<file path="config.mk">
export PLATFORM = sky130hd
export DESIGN_NAME = text_console_writer_flat
export DESIGN_NICKNAME = d
export VERILOG_FILES = /design/src/rtl/text_console_writer_pkg.sv /design/src/rtl/text_console_writer_if.sv /design/src/rtl/text_console_writer.sv /design/src/flat_wrapper.sv
export SDC_FILE = /design/constraint.sdc
export NUM_CORES = 1
export LEC_CHECK = 0
export BUFFER_PORTS_ARGS = -buffer_cell sky130_fd_sc_hd__buf_4
export CAP_MARGIN = 20
export CORE_ASPECT_RATIO = 0.8
export CORE_MARGIN = 1.5
export CORE_UTILIZATION = 55
export CTS_BUF_LIST = sky130_fd_sc_hd__clkbuf_4
export DETAILED_ROUTE_END_ITERATION = 8
export GPL_TIMING_DRIVEN = 0
export PLACE_DENSITY_LB_ADDON = 0.1
export SLEW_MARGIN = 20
export SYNTH_ARGS = -nofsm -noshare
export SYNTH_HDL_FRONTEND = slang
export SYNTH_SLANG_ARGS = --single-unit
</file>
<file path="constraint.sdc">
create_clock -name CLOCK_50 -period 5.2 [get_ports CLOCK_50]
set_clock_uncertainty 0.1 [all_clocks]
set_input_delay 0 -clock CLOCK_50 [delete_from_list [all_inputs] [get_ports CLOCK_50]]
set_output_delay 0 -clock CLOCK_50 [all_outputs]
set_load 0.01 [all_outputs]
</file>
<file path="src/rtl/text_console_writer_pkg.sv">
// Shared constants, state encoding and ASCII-to-glyph translation
// for the text console writer and its display-facing RAM bus.
package text_console_pkg;

    localparam int COLS   = 64;
    localparam int ROWS   = 24;
    localparam int ADDR_W = 11;
    localparam int DATA_W = 8;
    localparam int COL_W  = 6;
    localparam int ROW_W  = 5;

    localparam logic [7:0] LF = 8'h0A;
    localparam logic [7:0] CR = 8'h0D;
    localparam logic [7:0] BS = 8'h08;
    localparam logic [7:0] FF = 8'h0C;

    typedef enum logic [2:0] {
        IDLE,
        WRITE,
        BSP,
        SCR_RD,
        SCR_WR,
        SCR_CLR,
        CLR
    } state_t;

    // Letters of either case become glyphs 1..26; anything else is blank.
    function automatic logic [DATA_W-1:0] ascii_to_glyph(
        input logic [7:0] c
    );
        logic [DATA_W-1:0] g;
        g = '0;
        if (c >= 8'h41 && c <= 8'h5A) begin
            g = c - 8'h40;
        end else if (c >= 8'h61 && c <= 8'h7A) begin
            g = c - 8'h60;
        end
        return g;
    endfunction

endpackage

</file>
<file path="src/rtl/text_console_writer_if.sv">
// Character stream handshake plus the write-capable character RAM port.
// master = console writer side, slave = producer / RAM side.
interface text_console_writer_if;
    import text_console_pkg::*;

    logic [7:0]        CHAR_DATA;
    logic              CHAR_VALID;
    logic              CHAR_READY;
    logic [ADDR_W-1:0] MEM_ADDR;
    logic [DATA_W-1:0] MEM_WDATA;
    logic              MEM_WE;
    logic [DATA_W-1:0] MEM_RDATA;

    modport master (
        input  CHAR_DATA,
        input  CHAR_VALID,
        output CHAR_READY,
        output MEM_ADDR,
        output MEM_WDATA,
        output MEM_WE,
        input  MEM_RDATA
    );

    modport slave (
        output CHAR_DATA,
        output CHAR_VALID,
        input  CHAR_READY,
        input  MEM_ADDR,
        input  MEM_WDATA,
        input  MEM_WE,
        output MEM_RDATA
    );

endinterface

</file>
<file path="src/rtl/text_console_writer.sv">
// Text console writer: ASCII stream -> glyph codes in the 64x24 char RAM.
// Ports: CLOCK_50, RESET, bus (char handshake + RAM), CURSOR_X/Y, BUSY.
module text_console_writer
    import text_console_pkg::*;
(
    input  logic             CLOCK_50,
    input  logic             RESET,
    text_console_writer_if.master bus,
    output logic [COL_W-1:0] CURSOR_X,
    output logic [ROW_W-1:0] CURSOR_Y,
    output logic             BUSY
);

    localparam logic [ADDR_W-1:0] LAST_SRC = ADDR_W'((ROWS-1)*COLS-1);
    localparam logic [ADDR_W-1:0] LAST_CELL = ADDR_W'(ROWS*COLS-1);
    localparam logic [ADDR_W-1:0] ROW_STEP = ADDR_W'(COLS);
    localparam logic [COL_W-1:0]  LAST_COL = COL_W'(COLS-1);
    localparam logic [ROW_W-1:0]  LAST_ROW = ROW_W'(ROWS-1);

    state_t            state;
    logic [COL_W-1:0]  col;
    logic [ROW_W-1:0]  row;
    logic [ADDR_W-1:0] idx;
    logic [7:0]        ch;

    logic [ADDR_W-1:0] addr;
    logic [DATA_W-1:0] wdata;
    logic              we;

    always_ff @(posedge CLOCK_50) begin
        if (RESET) begin
            state <= CLR;
            idx   <= '0;
            col   <= '0;
            row   <= '0;
            ch    <= '0;
        end else begin
            case (state)
                IDLE: begin
                    if (bus.CHAR_VALID) begin
                        ch <= bus.CHAR_DATA;
                        unique case (1'b1)
                            (bus.CHAR_DATA >= 8'h20): state <= WRITE;
                            (bus.CHAR_DATA == LF): begin
                                col <= '0;
                                if (row < LAST_ROW) begin
                                    row <= row + 1'b1;
                                end else begin
                                    idx   <= '0;
                                    state <= SCR_RD;
                                end
                            end
                            (bus.CHAR_DATA == CR): col <= '0;
                            (bus.CHAR_DATA == BS): state <= BSP;
                            (bus.CHAR_DATA == FF): begin
                                idx   <= '0;
                                state <= CLR;
                            end
                            default: ;
                        endcase
                    end
                end
                WRITE: begin
                    if (col < LAST_COL) begin
                        col   <= col + 1'b1;
                        state <= IDLE;
                    end else begin
                        col <= '0;
                        if (row < LAST_ROW) begin
                            row   <= row + 1'b1;
                            state <= IDLE;
                        end else begin
                            idx   <= '0;
                            state <= SCR_RD;
                        end
                    end
                end
                BSP: begin
                    if (col != '0) begin
                        col <= col - 1'b1;
                    end else if (row != '0) begin
                        col <= LAST_COL;
                        row <= row - 1'b1;
                    end
                    state <= IDLE;
                end
                SCR_RD: state <= SCR_WR;
                SCR_WR: begin
                    idx <= idx + 1'b1;
                    // Past the last copy, idx lands on the first cell
                    // of the bottom row, which SCR_CLR then blanks.
                    if (idx == LAST_SRC) begin
                        state <= SCR_CLR;
                    end else begin
                        state <= SCR_RD;
                    end
                end
                SCR_CLR: begin
                    if (idx == LAST_CELL) begin
                        state <= IDLE;
                    end else begin
                        idx <= idx + 1'b1;
                    end
                end
                CLR: begin
                    if (idx == LAST_CELL) begin
                        col   <= '0;
                        row   <= '0;
                        state <= IDLE;
                    end else begin
                        idx <= idx + 1'b1;
                    end
                end
                default: begin
                    idx   <= '0;
                    state <= CLR;
                end
            endcase
        end
    end

    // Scroll copy: read one row down, write the RAM's answer back
    // on the following cycle.
    always_comb begin
        addr  = '0;
        wdata = '0;
        we    = 1'b0;
        case (state)
            WRITE: begin
                addr  = {row, col};
                wdata = ascii_to_glyph(ch);
                we    = 1'b1;
            end
            BSP: begin
                if (col != '0) begin
                    addr = {row, col - 1'b1};
                    we   = 1'b1;
                end else if (row != '0) begin
                    addr = {row - 1'b1, LAST_COL};
                    we   = 1'b1;
                end
            end
            SCR_RD: addr = idx + ROW_STEP;
            SCR_WR: begin
                addr  = idx;
                wdata = bus.MEM_RDATA;
                we    = 1'b1;
            end
            SCR_CLR, CLR: begin
                addr = idx;
                we   = 1'b1;
            end
            default: ;
        endcase
    end

    assign bus.MEM_ADDR   = addr;
    assign bus.MEM_WDATA  = wdata;
    assign bus.MEM_WE     = we;
    assign bus.CHAR_READY = (state == IDLE);
    assign BUSY = (state == SCR_RD) || (state == SCR_WR) ||
                  (state == SCR_CLR) || (state == CLR);
    assign CURSOR_X = col;
    assign CURSOR_Y = row;

endmodule
</file>
<file path="src/flat_wrapper.sv">
// flat-port wrapper written by rule: the top's interface ports become plain ports
module text_console_writer_flat import text_console_pkg::*;
  (CLOCK_50, RESET, CURSOR_X, CURSOR_Y, BUSY, bus_CHAR_DATA, bus_CHAR_VALID, bus_CHAR_READY, bus_MEM_ADDR, bus_MEM_WDATA, bus_MEM_WE, bus_MEM_RDATA);
  text_console_writer_if bus_i ();
  input  logic CLOCK_50;
  input  logic RESET;
  output logic [COL_W-1:0] CURSOR_X;
  output logic [ROW_W-1:0] CURSOR_Y;
  output logic BUSY;
  input wire logic [$bits(bus_i.CHAR_DATA)-1:0] bus_CHAR_DATA;
  input wire logic [$bits(bus_i.CHAR_VALID)-1:0] bus_CHAR_VALID;
  output wire logic [$bits(bus_i.CHAR_READY)-1:0] bus_CHAR_READY;
  output wire logic [$bits(bus_i.MEM_ADDR)-1:0] bus_MEM_ADDR;
  output wire logic [$bits(bus_i.MEM_WDATA)-1:0] bus_MEM_WDATA;
  output wire logic [$bits(bus_i.MEM_WE)-1:0] bus_MEM_WE;
  input wire logic [$bits(bus_i.MEM_RDATA)-1:0] bus_MEM_RDATA;
  assign bus_i.CHAR_DATA = bus_CHAR_DATA;
  assign bus_i.CHAR_VALID = bus_CHAR_VALID;
  assign bus_CHAR_READY = bus_i.CHAR_READY;
  assign bus_MEM_ADDR = bus_i.MEM_ADDR;
  assign bus_MEM_WDATA = bus_i.MEM_WDATA;
  assign bus_MEM_WE = bus_i.MEM_WE;
  assign bus_i.MEM_RDATA = bus_MEM_RDATA;
  text_console_writer u_core (.CLOCK_50(CLOCK_50), .RESET(RESET), .bus(bus_i), .CURSOR_X(CURSOR_X), .CURSOR_Y(CURSOR_Y), .BUSY(BUSY));
endmodule
</file>
== Word level (Yosys, flattened, before mapping) ==
Index checks and enable logic that the tools add are counted.
Word-level totals
  output and inout port bits: 33
  word-level logic and storage cells: 103
  flip-flop bits (word level): 33
  bits of input ports: 19
Cells by class
  eq/ne operators: 25
  $add $sub $neg: 8
  magnitude comparators: 7
  reduce and logical (&&, ||, !) cells: 19
  muxes and demuxes: 38
  bitwise logic cells: 1
Operators by type and width (count)
  2-to-1 mux 11 bit: 6
  one-hot mux 11 bit (5 select lines): 1
  one-hot mux 11 bit (4 select lines): 1
  2-to-1 mux 6 bit: 6
  2-to-1 mux 5 bit: 7
  equality test 8 x 4 -> 1 bit (second input constant): 4
  one-hot mux 6 bit (4 select lines): 1
  equality test 11 bit (second input constant): 2
  one-hot mux 11 bit (2 select lines): 1
  one-hot mux 5 bit (4 select lines): 1
  one-hot mux 3 bit (6 select lines): 1
  greater-or-equal comparator 8 x 7 -> 1 bit (second input constant): 2
  less-or-equal comparator 8 x 7 -> 1 bit (second input constant): 2
  2-to-1 mux 8 bit: 2
  one-hot mux 8 bit (2 select lines): 1
  subtractor 8 x 7 -> 8 bit (second input constant): 2
  2-to-1 mux 3 bit: 5
  one-hot mux 3 bit (4 select lines): 1
  adder 11 x 1 -> 11 bit (second input constant): 1
  adder 11 x 7 -> 11 bit (second input constant): 1
  != test 2 bit (second input constant): 5
  AND reduction 5 bit: 2
  equality test 3 bit (second input constant): 3
  greater-or-equal comparator 8 x 6 -> 1 bit (second input constant): 1
  28 further kinds: 39

== Longest topological paths before layout ==
Gate-level depths: netlist (run 1).
  depth after elaboration: 5
  mapped depth: 8

== Worst setup path after synthesis (run 1) ==
No wires, ideal clock.
  kind: register to register
  from: register u_core.col[0] (netlist: u_core.CURSOR_X[0])
  to: register u_core.row[0] (netlist: u_core.CURSOR_Y[0])
  slack: 2.760 ns
  arrival time: 2.269 ns
  path buffers: 1
  data required time: 5.030 ns
  stages on the path, launching flop included: 9
  library setup time: 0.070 ns
  period minus slack after synthesis: 2.440 ns
  path through: dfxtp_1 > clkbuf_1 > inv_1 > ha_1 > or4b_4 > o31ai_4 > o2111ai_2 > or4_1 > a21oi_1
On the way
  longest elaborated chain between the ends: 3
RTL lines
  from (decl): RTL line text_console_writer.sv:21  | logic [COL_W-1:0] col;
  from (signal assigned): RTL line text_console_writer.sv:65  | col <= col + 1'b1;
  from (signal assigned): RTL line text_console_writer.sv:80  | col <= col - 1'b1;
  less-than comparator 6 bit or nonzero test 6 bit (tied branches): RTL line text_console_writer.sv:64, text_console_writer.sv:79
  != test 2 bit (no line)
  AND reduction 7 bit (no line) *
  to (signal assigned): RTL line text_console_writer.sv:47  | row <= row + 1'b1;
  to (signal assigned): RTL line text_console_writer.sv:70  | row <= row + 1'b1;
  to (signal assigned): RTL line text_console_writer.sv:83  | row <= row - 1'b1;
  to (decl): RTL line text_console_writer.sv:22  | logic [ROW_W-1:0] row;
Mark *: on every way between the ends. The rest lies on a longest branch, timed or not.
A chain may end at the register's enable or synchronous reset.

== Worst setup path in the final report (run 1) ==
  from: register u_core.col[0] (netlist: u_core.CURSOR_X[0])
  to: output bus_MEM_ADDR[3]
On the way
  longest elaborated chain between the ends: 3
RTL lines
  subtractor 6 x 1 -> 6 bit or nonzero test 6 bit (tied branches): RTL line text_console_writer.sv:136, text_console_writer.sv:135
  2-to-1 mux 11 bit *: RTL line text_console_writer.sv:135  | if (col != '0) begin
  one-hot mux 11 bit (4 select lines) *: RTL line text_console_writer.sv:128  | case (state)
  to (decl): RTL line flat_wrapper.sv:13  | output wire logic [$bits(bus_i.MEM_ADDR)-1:0] bus_MEM_ADDR;
Marks and branches as above.

==> impl_results.md, run 1 <==
- Cell with the most instances after synthesis: sky130_fd_sc_hd__nand2_1
- Number of instances in the synthesized netlist: 411
- Number of distinct library cells after synthesis: 74
- Launching element type of the critical path: flip-flop
- Global Route Usage Sum: between 30 and 40%
- Post-CTS Setup Bufs: 0
- Area of the multi-input gates: 2130 µm²
- Pin count of the biggest net entering global routing: 11
- List of most frequent post-synthesis cells: sky130_fd_sc_hd__nand2_1 (64), sky130_fd_sc_hd__a21oi_1 (36), sky130_fd_sc_hd__dfxtp_1 (33)
- Filler cell count: 470
- Finished layout cell area: roughly 3600 µm²
- Area occupied by registers: 661 µm²
- Sequential fraction of the synthesis area: ~22%
- Type of the worst setup path: flip-flop to primary output
- Worst path top cell family by delay: compound AO/OA/AOI/OAI gates
- Worst hold slack across all endpoints: 0.0706 ns
- Util after Layout: 70.3%
- Number of max-cap violations: 0
- Skew-Pair Late Insertion Delay: 0.35 ns
- Delay of the slowest critical-path stage: 0.47 ns
- Die span in x: 85.0 µm
- Count of buffers from port buffering: 50
- Initial DRT Pass Iterations: 7
- Full die area: 5830 µm²
- Area of the core region: just over 5000 µm²
- Leftover overflow at the end of global routing: 0
- Clock-pin slew of the registers on the worst-case setup and hold paths: 0.10 ns
- Syn avg cell area: 7.20 µm²
- Cell taking the most area after synthesis: sky130_fd_sc_hd__dfxtp_1
- Top area cells in the synthesized netlist: sky130_fd_sc_hd__dfxtp_1 (22%), sky130_fd_sc_hd__nand2_1 (8.1%), sky130_fd_sc_hd__a21oi_1 (6.1%), sky130_fd_sc_hd__ha_1 (4.6%), sky130_fd_sc_hd__o21ai_0 (3.4%)
- Maximum vdd ir drop: 0.224 mV
- Number of clock buffers inserted by TritonCTS: 5
- Yosys warns: 0
- Number of remaining DRC errors: 3
- Clock H-tree levels: 2
- Post-route clock period utilization: between 60% and 70%
- Setup repair after global routing missed its margin: no
- Antenna violation net count after detailed routing: 0
- Yosys top cell area share: 22.3%
- Violations in the final reports: design-rule violations
- Routability congestion estimate: 0.959
- Number of DRC markers after the initial detailed-route iteration: 321
- Number of instances in the placed design: between 500 and 600
- Min cycle time layout: 3.15 ns
- Count of endpoints failing setup in the final report: 0
- Num ports: 52
- Number of enable-type register cells in the synthesized netlist: 0
- Fmax: 318 MHz
- Diodes inserted: 0
- Cell area after technology mapping: just under 3000 µm²
- Effective utilization at floorplan: approximately 58%
- Root Buffer: sky130_fd_sc_hd__clkbuf_4
- Post-detailed-route via-to-cell ratio: about 6.6
- Synthesized net count: ~440
- Critical-path cell list: clkbuf_1 -> inv_1 -> ha_1 -> nor4b_2 -> nand2_1 -> o21ai_2 -> o21ai_1 -> a221o_1 -> buf_4
- Number of global-route vias before repair: 2978
- Crit-path slowest cell: sky130_fd_sc_hd__nor4b_2
- Initial antenna violation count: 0
- Power per cell area: 439 nW/µm²
- Result of the run: complete, but fails checks
- Placed inst area: approximately 3400 µm²
- Number of vias in the routed layout: about 3600
- Crit path DAT: 3.05 ns
- CTS tree: done
- TritonCTS Sinks: 33
- Number of rows in the core area: 23
- HP Class: primary input to flip-flop
- Number of nets in the layout: 507
- Worst-case setup margin in the final layout: ~2.1 ns
- Max transition margin: 52.6%
- Final Hold Viols: 0
- Setup TNS after final layout: 0 ns
- Overall routed net length: 9380 µm
- Flops & latches, synth: 33
- Clk buf depth: 2
- Placement-stage worst setup slack: 2.29 ns
- Leak Pwr: 1.36 nW
- Top FF cell, synth: sky130_fd_sc_hd__dfxtp_1
- Mean routed wirelength per cell: 17.4 µm
- Post-layout power: roughly 1.6 mW
- Combined buffer and inverter count along the critical path: 3
- Synthesis-to-layout area growth: 21.0%
- Layout cell share with drive strength beyond 1: 14.9%
- Worst Setup End Kind: primary output
- Die height: just under 70 µm
- Wire length of the first global-routing pass: 14800 µm
- Post-Layout Cell Count: 539
- Worst Path Max Fanout: 9
- Detail Placement HPWL: 6980 µm
- Required time worst endpoint: 5.10 ns
- Proportion of register bits with asynchronous set or reset after synthesis: 0%
- Worst-Margin Slew: roughly 0.71 ns
- Final number of max-transition violations: 0
-- worst min-delay path: stages --
cell and delay, ns:
sky130_fd_sc_hd__buf_4 0.12, sky130_fd_sc_hd__nand2_1 0.18, sky130_fd_sc_hd__nand2_1 0.12, sky130_fd_sc_hd__a21oi_1 0.05
-- sequential cells by signal, indices dropped and copies added (netlist names) --
register         flops
u_core.CURSOR_Y      5
u_core.ch            8
u_core.idx          11
u_core.state         3
u_core.CURSOR_X      6
-- power breakdown --
part           switching (mW)  internal (mW)  leakage [nW]
clock                  0.0926         0.0979        0.0410
combinational           0.650          0.388          1.06
sequential             0.0535          0.288         0.267
-- what timing repair did --
| item | 4_1_cts | 5_1_grt |
|---|---|---|
| endpoints found under the hold margin | 13 | 0 |
| gates resized for setup | 0 | 0 |
| hold buffers | 9 | 0 |
-- layout by cell type, fill, tap and decap left out, types with 4 or more instances in the layout --
cell	Yosys	layout
sky130_fd_sc_hd__inv_1	15	15
sky130_fd_sc_hd__clkbuf_4	0	5
sky130_fd_sc_hd__clkbuf_1	23	23
sky130_fd_sc_hd__dfxtp_1	33	33
sky130_fd_sc_hd__a211oi_1	8	8
sky130_fd_sc_hd__a21o_1	5	5
sky130_fd_sc_hd__and3_1	4	4
sky130_fd_sc_hd__o221ai_1	4	4
sky130_fd_sc_hd__o21ai_0	20	20
sky130_fd_sc_hd__nor2_1	18	18
sky130_fd_sc_hd__nor3_1	7	7
sky130_fd_sc_hd__nand2_1	64	64
sky130_fd_sc_hd__a221o_1	6	6
sky130_fd_sc_hd__o31ai_1	4	4
sky130_fd_sc_hd__ha_1	11	11
sky130_fd_sc_hd__buf_4	0	50
sky130_fd_sc_hd__o211ai_1	8	8
sky130_fd_sc_hd__nand3_1	16	16
sky130_fd_sc_hd__dlygate4sd3_1	0	9
sky130_fd_sc_hd__nand2b_1	8	8
sky130_fd_sc_hd__nand4_1	10	10
sky130_fd_sc_hd__nor2b_1	5	5
sky130_fd_sc_hd__nand3b_1	4	4
sky130_fd_sc_hd__o21ai_1	15	15
sky130_fd_sc_hd__a21oi_1	36	36
sky130_fd_sc_hd__a31oi_1	5	5
sky130_fd_sc_hd__a22oi_1	4	4
-- logic make-up (layout without fill, tap and decap cells) --
family          Yosys count  after routing  share of synthesized area, %
compound gates          157            157                          37.2
mux                       1              1                         0.338
flops                    33             33                          22.3
buf+inv                  43            109                          5.79
fa+ha+maj                11             11                          4.65
xor+xnor                  4              4                          1.18
simple gates            162            162                          28.5
-- metal layers --
metal | GRT usage [%] | wire (µm) | vias up
met1 | 44.7 | 4090 | 1612
met2 | 50.5 | 4040 | 216
met5 | 0 | 0 | -
li1 | - | - | 1711
met4 | 9.63 | 181 | 0
met3 | 8.21 | 1070 | 24
-- layout make-up --
type | instances | area share (%)
plain buffers | 27 | 3.11
clock buffers | 5 | 1.05
clock inverters | 2 | 0.978
inverters | 16 | 1.68
multi-input cells | 335 | 59.6
flip-flops and latches | 33 | 18.4
well taps | 62 | 2.17
repair buffers | 59 | 13.0
-- final timing paths --
path                                                 startpoint                               to  slack, ns  depth (start not counted)
worst max-delay path            u_core.CURSOR_X[0]$_SDFFE_PP0P_                  bus_MEM_ADDR[3]       2.05                          9
worst min-delay path                             bus_CHAR_VALID        u_core.ch[1]$_SDFFE_PP0P_       0.07                          4
worst min register to register        u_core.ch[1]$_SDFFE_PP0P_        u_core.ch[1]$_SDFFE_PP0P_       0.43                          2
worst max register to register  u_core.CURSOR_X[0]$_SDFFE_PP0P_  u_core.CURSOR_X[4]$_SDFFE_PP0P_       2.41                          8
(Power assumes the default switching activity.)
==> run 2: changes to the inputs <==
--- a/config.mk
+++ b/config.mk
@@ -9,7 +9,7 @@
 export CAP_MARGIN = 20
 export CORE_ASPECT_RATIO = 0.8
 export CORE_MARGIN = 1.5
-export CORE_UTILIZATION = 55
+export CORE_UTILIZATION = 53
 export CTS_BUF_LIST = sky130_fd_sc_hd__clkbuf_4
 export DETAILED_ROUTE_END_ITERATION = 8
 export GPL_TIMING_DRIVEN = 0
==> constraint.sdc (replaced) <==
create_clock -name CLOCK_50 -period 2.8 [get_ports CLOCK_50]
set_clock_uncertainty 0.1 [all_clocks]
set_input_delay 0 -clock CLOCK_50 [delete_from_list [all_inputs] [get_ports CLOCK_50]]
set_output_delay 0 -clock CLOCK_50 [all_outputs]
set_load 0.01 [all_outputs]
==> run 2 against run 1 <==
Compared with the run above:
- the run now ends clean
- non-clock buffer count rose by 3
- sequential share of layout area fell by 0.38 points
- first-iteration DRC count fell by 16%
- die area rose by 3.6%
- final cell count rose by 1.3%
- sequential power rose by 88%
- clock-buffer cell count did not move
- flip-flop and latch count did not move
- highest routed layer unchanged
- cell area rose by 2.5%
- worst setup slack got worse by 1.9 ns
- critical path type is now flip-flop to flip-flop
- critical path depth fell by 1
- utilization fell by 2.4 points
==> impl_results.md, run 2 (synthesized netlist as in run 1, its figures left out) <==
- Result of the run: complete, no violations
- Initial antenna violation count: 0
- Number of vias in the routed layout: 3609
- Combinational group share of total power: 67.0%
- Synthesis-to-layout area growth: 24.0%
- Post-detailed-route via-to-cell ratio: roughly 6.6
- Worst-Margin Slew: 0.852 ns
- Number of rows in the core area: 24
- HP Class: primary input to flip-flop
- Worst Path Max Fanout: 9
- Global Route Usage Sum: roughly a third
- Post-route clock period utilization: 96.2%
- Proportion of power drawn by flip-flops and latches: 20.7%
- Required time worst endpoint: roughly 3.0 ns
- Worst Setup End Kind: flip-flop
- Layout cell share with drive strength beyond 1: 17.5%
- Sw power: 1.57 mW
- Clock power share: approximately an eighth
- Max transition margin: 42.6%
- Full die area: 6050 µm²
- Antenna violation net count after detailed routing: 0
- Die height: 69.8 µm
- Commonest cells after routing, fill and taps aside: sky130_fd_sc_hd__nand2_1 (63), sky130_fd_sc_hd__buf_4 (53), sky130_fd_sc_hd__a21oi_1 (36)
- Leading cell type in the layout, fill and taps excluded: sky130_fd_sc_hd__nand2_1
- Util after Layout: 67.9%
- Root Buffer: sky130_fd_sc_hd__clkbuf_4
- Wire length of the first global-routing pass: 15600 µm
- Mean routed wirelength per cell: approximately 18 µm
- Num ports: 52
- Overall routed net length: 9720 µm
- Clock-pin slew of the registers on the worst-case setup and hold paths: 0.12 ns
- Routability congestion estimate: between 0.9 and 1
- Fmax: 371 MHz
- Effective utilization at floorplan: 54.8%
- Die span in x: 86.6 µm
- Fraction of power spent switching nets: roughly half
- Flip-flop count of the largest register after layout: 11
- Maximum vdd ir drop: 0.590 mV
- Skew-Pair Late Insertion Delay: around 0.36 ns
- Critical-path cell list: clkbuf_2 -> inv_1 -> ha_1 -> or4b_4 -> o31ai_4 -> o2111ai_4 -> or4_1 -> a21oi_1
- Clock H-tree levels: 2
- Leak Pwr: 1.40 nW
- Pin count of the biggest net entering global routing: 12
- Area of the core region: 5410 µm²
- TritonCTS Sinks: 33
- Power per cell area: 844 nW/µm²
- Count of buffers from port buffering: 50
- Launching element type of the critical path: flip-flop
- Diodes inserted: 0
- Min cycle time layout: 2.69 ns
- Internal Pwr Total: 1.52 mW
- CTS tree: done
- Worst hold slack across all endpoints: roughly 0.036 ns
- Register with the most flip-flops: u_core.idx
- Leftover overflow at the end of global routing: 0
- Number of max-cap violations: 0
- Clk buf depth: 2
- Post-layout power: between 3 and 4 mW
- Crit-path slowest cell: sky130_fd_sc_hd__or4b_4
- Number of remaining DRC errors: 0
- Crit path DAT: 2.89 ns
- Number of clock buffers inserted by TritonCTS: 5
- Detail Placement HPWL: 6980 µm
- Final number of max-transition violations: 0
- Delay of the slowest critical-path stage: around 0.52 ns
- Number of global-route vias before repair: 3121
- Count of endpoints failing setup in the final report: 0
- Number of DRC markers after the initial detailed-route iteration: 271
- Type of the worst setup path: flip-flop to flip-flop
- Initial DRT Pass Iterations: 5
- Final Hold Viols: 0
- Number of nets in the layout: 510
[run 2: cell count changes in the layout (fill, tap and decap cells not counted), moves of 2 or more]
cell / delta
sky130_fd_sc_hd__dfxtp_1: -2
sky130_fd_sc_hd__buf_4: +3
sky130_fd_sc_hd__dfxtp_2: +2
sky130_fd_sc_hd__clkbuf_2: +3
sky130_fd_sc_hd__clkbuf_1: -2
[run 2: cell type report]
type                    instances  area, µm²
multi-input cells             335       2180
fillers                       484       1730
flip-flops and latches         33        663
repair buffers                 62        488
plain buffers                  27        118
well taps                      65       81.3
inverters                      16       60.1
clock inverters                 3       41.3
clock buffers                   5       37.5
[run 2: critical path: cells and delay by family (launching register included)]
| family | cells | cell delay [ns] |
|---|---|---|
| simple gates | 2 | 1.04 |
| buf+inv | 2 | 0.29 |
| fa+ha+maj | 1 | 0.20 |
| flops | 1 | 0.34 |
| compound gates | 3 | 0.64 |
[run 2: per-layer routing]
| metal | wire [µm] | GRT usage (%) | vias to the layer above |
|---|---|---|---|
| li1 | - | - | 1703 |
| met1 | 4380 | 48.6 | 1658 |
| met2 | 4080 | 46.4 | 222 |
| met3 | 1020 | 6.19 | 26 |
| met4 | 228 | 10.4 | 0 |
| met5 | 0 | 0 | - |
[run 2: power groups by stage]
stage          registers, mW  clock network (mW)  logic, mW
5_1_grt                0.653               0.395       2.25
3_3_place_gp           0.640                   0       1.84
4_1_cts                0.633               0.380       1.96
3_5_place_dp           0.643                   0       1.86
2_1_floorplan          0.626                   0       1.28
6_report               0.643               0.381       2.07
[run 2: repair_timing]
item	CTS	global route
gates cloned	0	0
hold endpoints to repair	16	0
resized for setup	4	14
hold buffers	9	0
setup buffers	1	2
setup endpoints to repair	12	18
pin swaps	0	1
[run 2: path summary, 6_finish.rpt]
kind / start / to / slack [ns] / cells after the start
max: u_core.CURSOR_X[0]$_SDFFE_PP0P_ / u_core.CURSOR_Y[0]$_SDFFE_PP0P_ / 0.11 / 8
min: bus_CHAR_VALID / u_core.ch[6]$_SDFFE_PP0P_ / 0.04 / 4
max reg2reg: u_core.CURSOR_X[0]$_SDFFE_PP0P_ / u_core.CURSOR_Y[0]$_SDFFE_PP0P_ / 0.11 / 8
min reg2reg: u_core.ch[3]$_SDFFE_PP0P_ / u_core.ch[3]$_SDFFE_PP0P_ / 0.43 / 2
[run 2: stage by stage]
step           instances  setup WS [ns]  setup TNS (ns)  instance area [µm²]
2_1_floorplan        411          0.360               0                 2960
3_3_place_gp         526         0.0261               0                 3420
3_5_place_dp         526        -0.0441         -0.0441                 3420
4_1_cts              544         0.0145               0                 3620
5_1_grt              546        -0.0322         -0.0322                 3670
6_report             546          0.107               0                 3670
==> run 3: changes to the inputs <==
--- a/config.mk
+++ b/config.mk
@@ -5,7 +5,7 @@
 export SDC_FILE = /design/constraint.sdc
 export NUM_CORES = 1
 export LEC_CHECK = 0
-export BUFFER_PORTS_ARGS = -buffer_cell sky130_fd_sc_hd__buf_4
+export BUFFER_PORTS_ARGS = -buffer_cell sky130_fd_sc_hd__buf_2
 export CAP_MARGIN = 20
 export CORE_ASPECT_RATIO = 0.8
 export CORE_MARGIN = 1.5
@@ -18,3 +18,4 @@
 export SYNTH_ARGS = -nofsm -noshare
 export SYNTH_HDL_FRONTEND = slang
 export SYNTH_SLANG_ARGS = --single-unit
+export TNS_END_PERCENT = 30
==> run 3 against run 2 <==
Compared with the run above:
- cell area is 3.5% lower
- clock power is 27% lower
- die area stayed put
- utilization is 2.4 points lower
- sequential power hardly changed
- via count is 0.53% higher
- non-clock buffer count is 4 higher
- critical path type is now flip-flop to primary output
- critical endpoint is now bus_MEM_ADDR[2]
- largest cell class unchanged
==> impl_results.md, run 3 (synthesized netlist as in run 1, its figures left out) <==
- Delay of the slowest critical-path stage: 0.52 ns
- Result of the run: complete, no violations
- Maximum vdd ir drop: 0.421 mV
- Layout cell share with drive strength beyond 1: 17.8%
- Post-layout power: 2.97 mW
- Skew-Pair Late Insertion Delay: 0.37 ns
- Worst Setup End Kind: primary output
- Clock-pin slew of the registers on the worst-case setup and hold paths: ~0.12 ns
- Setup repair after global routing missed its margin: no
- Root Buffer: sky130_fd_sc_hd__clkbuf_4
- Final Hold Viols: 0
- Number of max-cap violations: 0
- Combined buffer and inverter count along the critical path: 4
- Crit path DAT: 2.61 ns
- Met2 Track Usage GR: 46.3%
- Count of buffers from port buffering: 50
- TritonCTS Sinks: 33
- Number of global-route vias before repair: roughly 3100
- Routability congestion estimate: ~0.95
- Worst-Margin Slew: ~0.9 ns
- Num ports: 52
- Filler cell count: 498
- Synthesis-to-layout area growth: 19.7%
- Worst reg2reg path startpoint: u_core.CURSOR_X[0]$_SDFFE_PP0P_
- Leak Pwr: around 1.4 nW
- Depth of the worst register-to-register path: 8
- Count of endpoints failing setup in the final report: 0
- Min cycle time layout: 2.71 ns
- Max transition margin: between 30% and 40%
- Mean routed wirelength per cell: between 15 and 20 µm
- Number of nets in the layout: ~500
- Worst reg2reg path endpoint: u_core.CURSOR_Y[0]$_SDFFE_PP0P_
- Peak-usage layer in the global routing report: met1
- Wire length of the first global-routing pass: 15500 µm
- Number of vias in the routed layout: 3628
- Effective utilization at floorplan: 54.8%
- Register with the most flip-flops: u_core.idx
- Post-detailed-route via-to-cell ratio: 6.61
- Clk buf depth: 2
- Worst-case setup margin in the final layout: 0.0943 ns
- Critical-path cell list: inv_1 -> ha_1 -> buf_2 -> or4b_4 -> o21ai_4 -> buf_4 -> a21oi_1 -> a221o_1 -> buf_2
- Diodes inserted: 0
- Antenna violation net count after detailed routing: 0
- Final number of max-transition violations: 0
- Number of clock buffers inserted by TritonCTS: 5
- Type of the worst setup path: flip-flop to primary output
- Cell count along the critical path: 9
- Pin count of the biggest net entering global routing: 11
- Initial DRT Pass Iterations: 7
- Crit-path slowest cell: sky130_fd_sc_hd__or4b_4
- Number of remaining DRC errors: 0
- Hold Path Origin: bus_CHAR_VALID
- Worst Path Max Fanout: 9
- Placement-stage worst setup slack: -0.0682 ns
- Leading cell type in the layout, fill and taps excluded: sky130_fd_sc_hd__nand2_1
- Finished layout cell area: between 3000 and 4000 µm²
- Register-to-register path setup slack: 0.12 ns
- Full die area: 6050 µm²
- HP Class: primary input to flip-flop
- Die height: between 60 and 70 µm
- Critical path's most frequent cell: sky130_fd_sc_hd__buf_2
- Placed inst area: 3290 µm²
- Number of rows in the core area: 24
- Leftover overflow at the end of global routing: 0
- Die span in x: around 87 µm
- Required time worst endpoint: 2.70 ns
- CTS tree: done
- Initial antenna violation count: 0
- Clock H-tree levels: 2
- Worst setup path start: u_core.CURSOR_Y[0]$_SDFFE_PP0P_
- Detail Placement HPWL: 6860 µm
- Commonest cells after routing, fill and taps aside: sky130_fd_sc_hd__nand2_1 (63), sky130_fd_sc_hd__buf_2 (52), sky130_fd_sc_hd__a21oi_1 (36)
- Global Route Usage Sum: 32.2%
- Area occupied by registers: 663 µm²
- Fmax: 370 MHz
- Power per cell area: between 800 and 900 nW/µm²
- Overall routed net length: about 9600 µm
- Met3 Track Usage GR: about 6.9%
- Critical Path Sink: bus_MEM_ADDR[2]
- Area of the multi-input gates: 2180 µm²
- Flip-flop count of the largest register after layout: 11
- Number of DRC markers after the initial detailed-route iteration: ~370
- Post-route clock period utilization: 96.6%
- Area of the core region: 5410 µm²
- Worst path top cell family by delay: buffers and inverters
- Launching element type of the critical path: flip-flop
- Met1 track demand over resource: 47.4%
==> run 3: cell count changes in the layout (fill, tap and decap cells not counted), sizes merged <==
| cell | delta |
|---|---|
| buf | +5 |
| bufinv | -1 |
| clkbuf | -1 |
==> run 3: stage by stage <==
step	util [%]	instances	hold WS, ns	TNS, ns
3_3_place_gp	60.9	526	0.155	0
5_1_grt	65.6	549	0.107	0
2_1_floorplan	-	411	0.0108	0
6_report	65.6	549	0.0562	0
3_5_place_dp	60.9	526	0.158	-0.0682
4_1_cts	63.9	542	0.0577	0
==> run 3: cell type report <==
class / instances / share of cell area [%]
buffer: 27 / 3.25
multi-input combinational: 335 / 61.6
tap: 65 / 2.29
sequential: 33 / 18.7
clock buffer: 5 / 1.06
clock inverter: 2 / 0.318
inverter: 16 / 1.69
timing repair buffer: 66 / 11.1
==> run 3: worst min path at each step <==
| stage | end | slack (ns) | depth (start not counted) |
|---|---|---|---|
| after global routing | u_core.ch[2]$_SDFFE_PP0P_ | 0.11 | 4 |
| after global placement | u_core.ch[5]$_SDFFE_PP0P_ | 0.15 | 3 |
| after CTS | u_core.ch[7]$_SDFFE_PP0P_ | 0.06 | 4 |
| after detailed placement | u_core.ch[5]$_SDFFE_PP0P_ | 0.16 | 3 |
| after floorplan | bus_MEM_WDATA[5] | 0.01 | 2 |
| final | u_core.ch[7]$_SDFFE_PP0P_ | 0.06 | 4 |
==> run 3: power breakdown <==
group	switching, mW	internal [mW]
clock	0.189	0.0902
combinational	1.27	0.782
sequential	0.104	0.537
==> run 3: worst min-delay path, stage by stage <==
cell and delay (ns):
sky130_fd_sc_hd__buf_2 0.14, sky130_fd_sc_hd__nand2_1 0.18, sky130_fd_sc_hd__nand2_1 0.11, sky130_fd_sc_hd__a21oi_1 0.05
==> run 3: per-layer routing <==
metal  wire length, µm  share of wire, %
met5                 0                 0
met4               170               1.8
met3               967                10
met2              4080                42
met1              4410                46
==> run 3: what timing repair did <==
action / CTS / global route
hold buffers: 9 / 0
endpoints found under the setup margin: 12 / 14
pin swaps: 1 / 2
setup buffers: 0 / 7
gates resized for setup: 4 / 12
hold endpoints to repair: 13 / 0
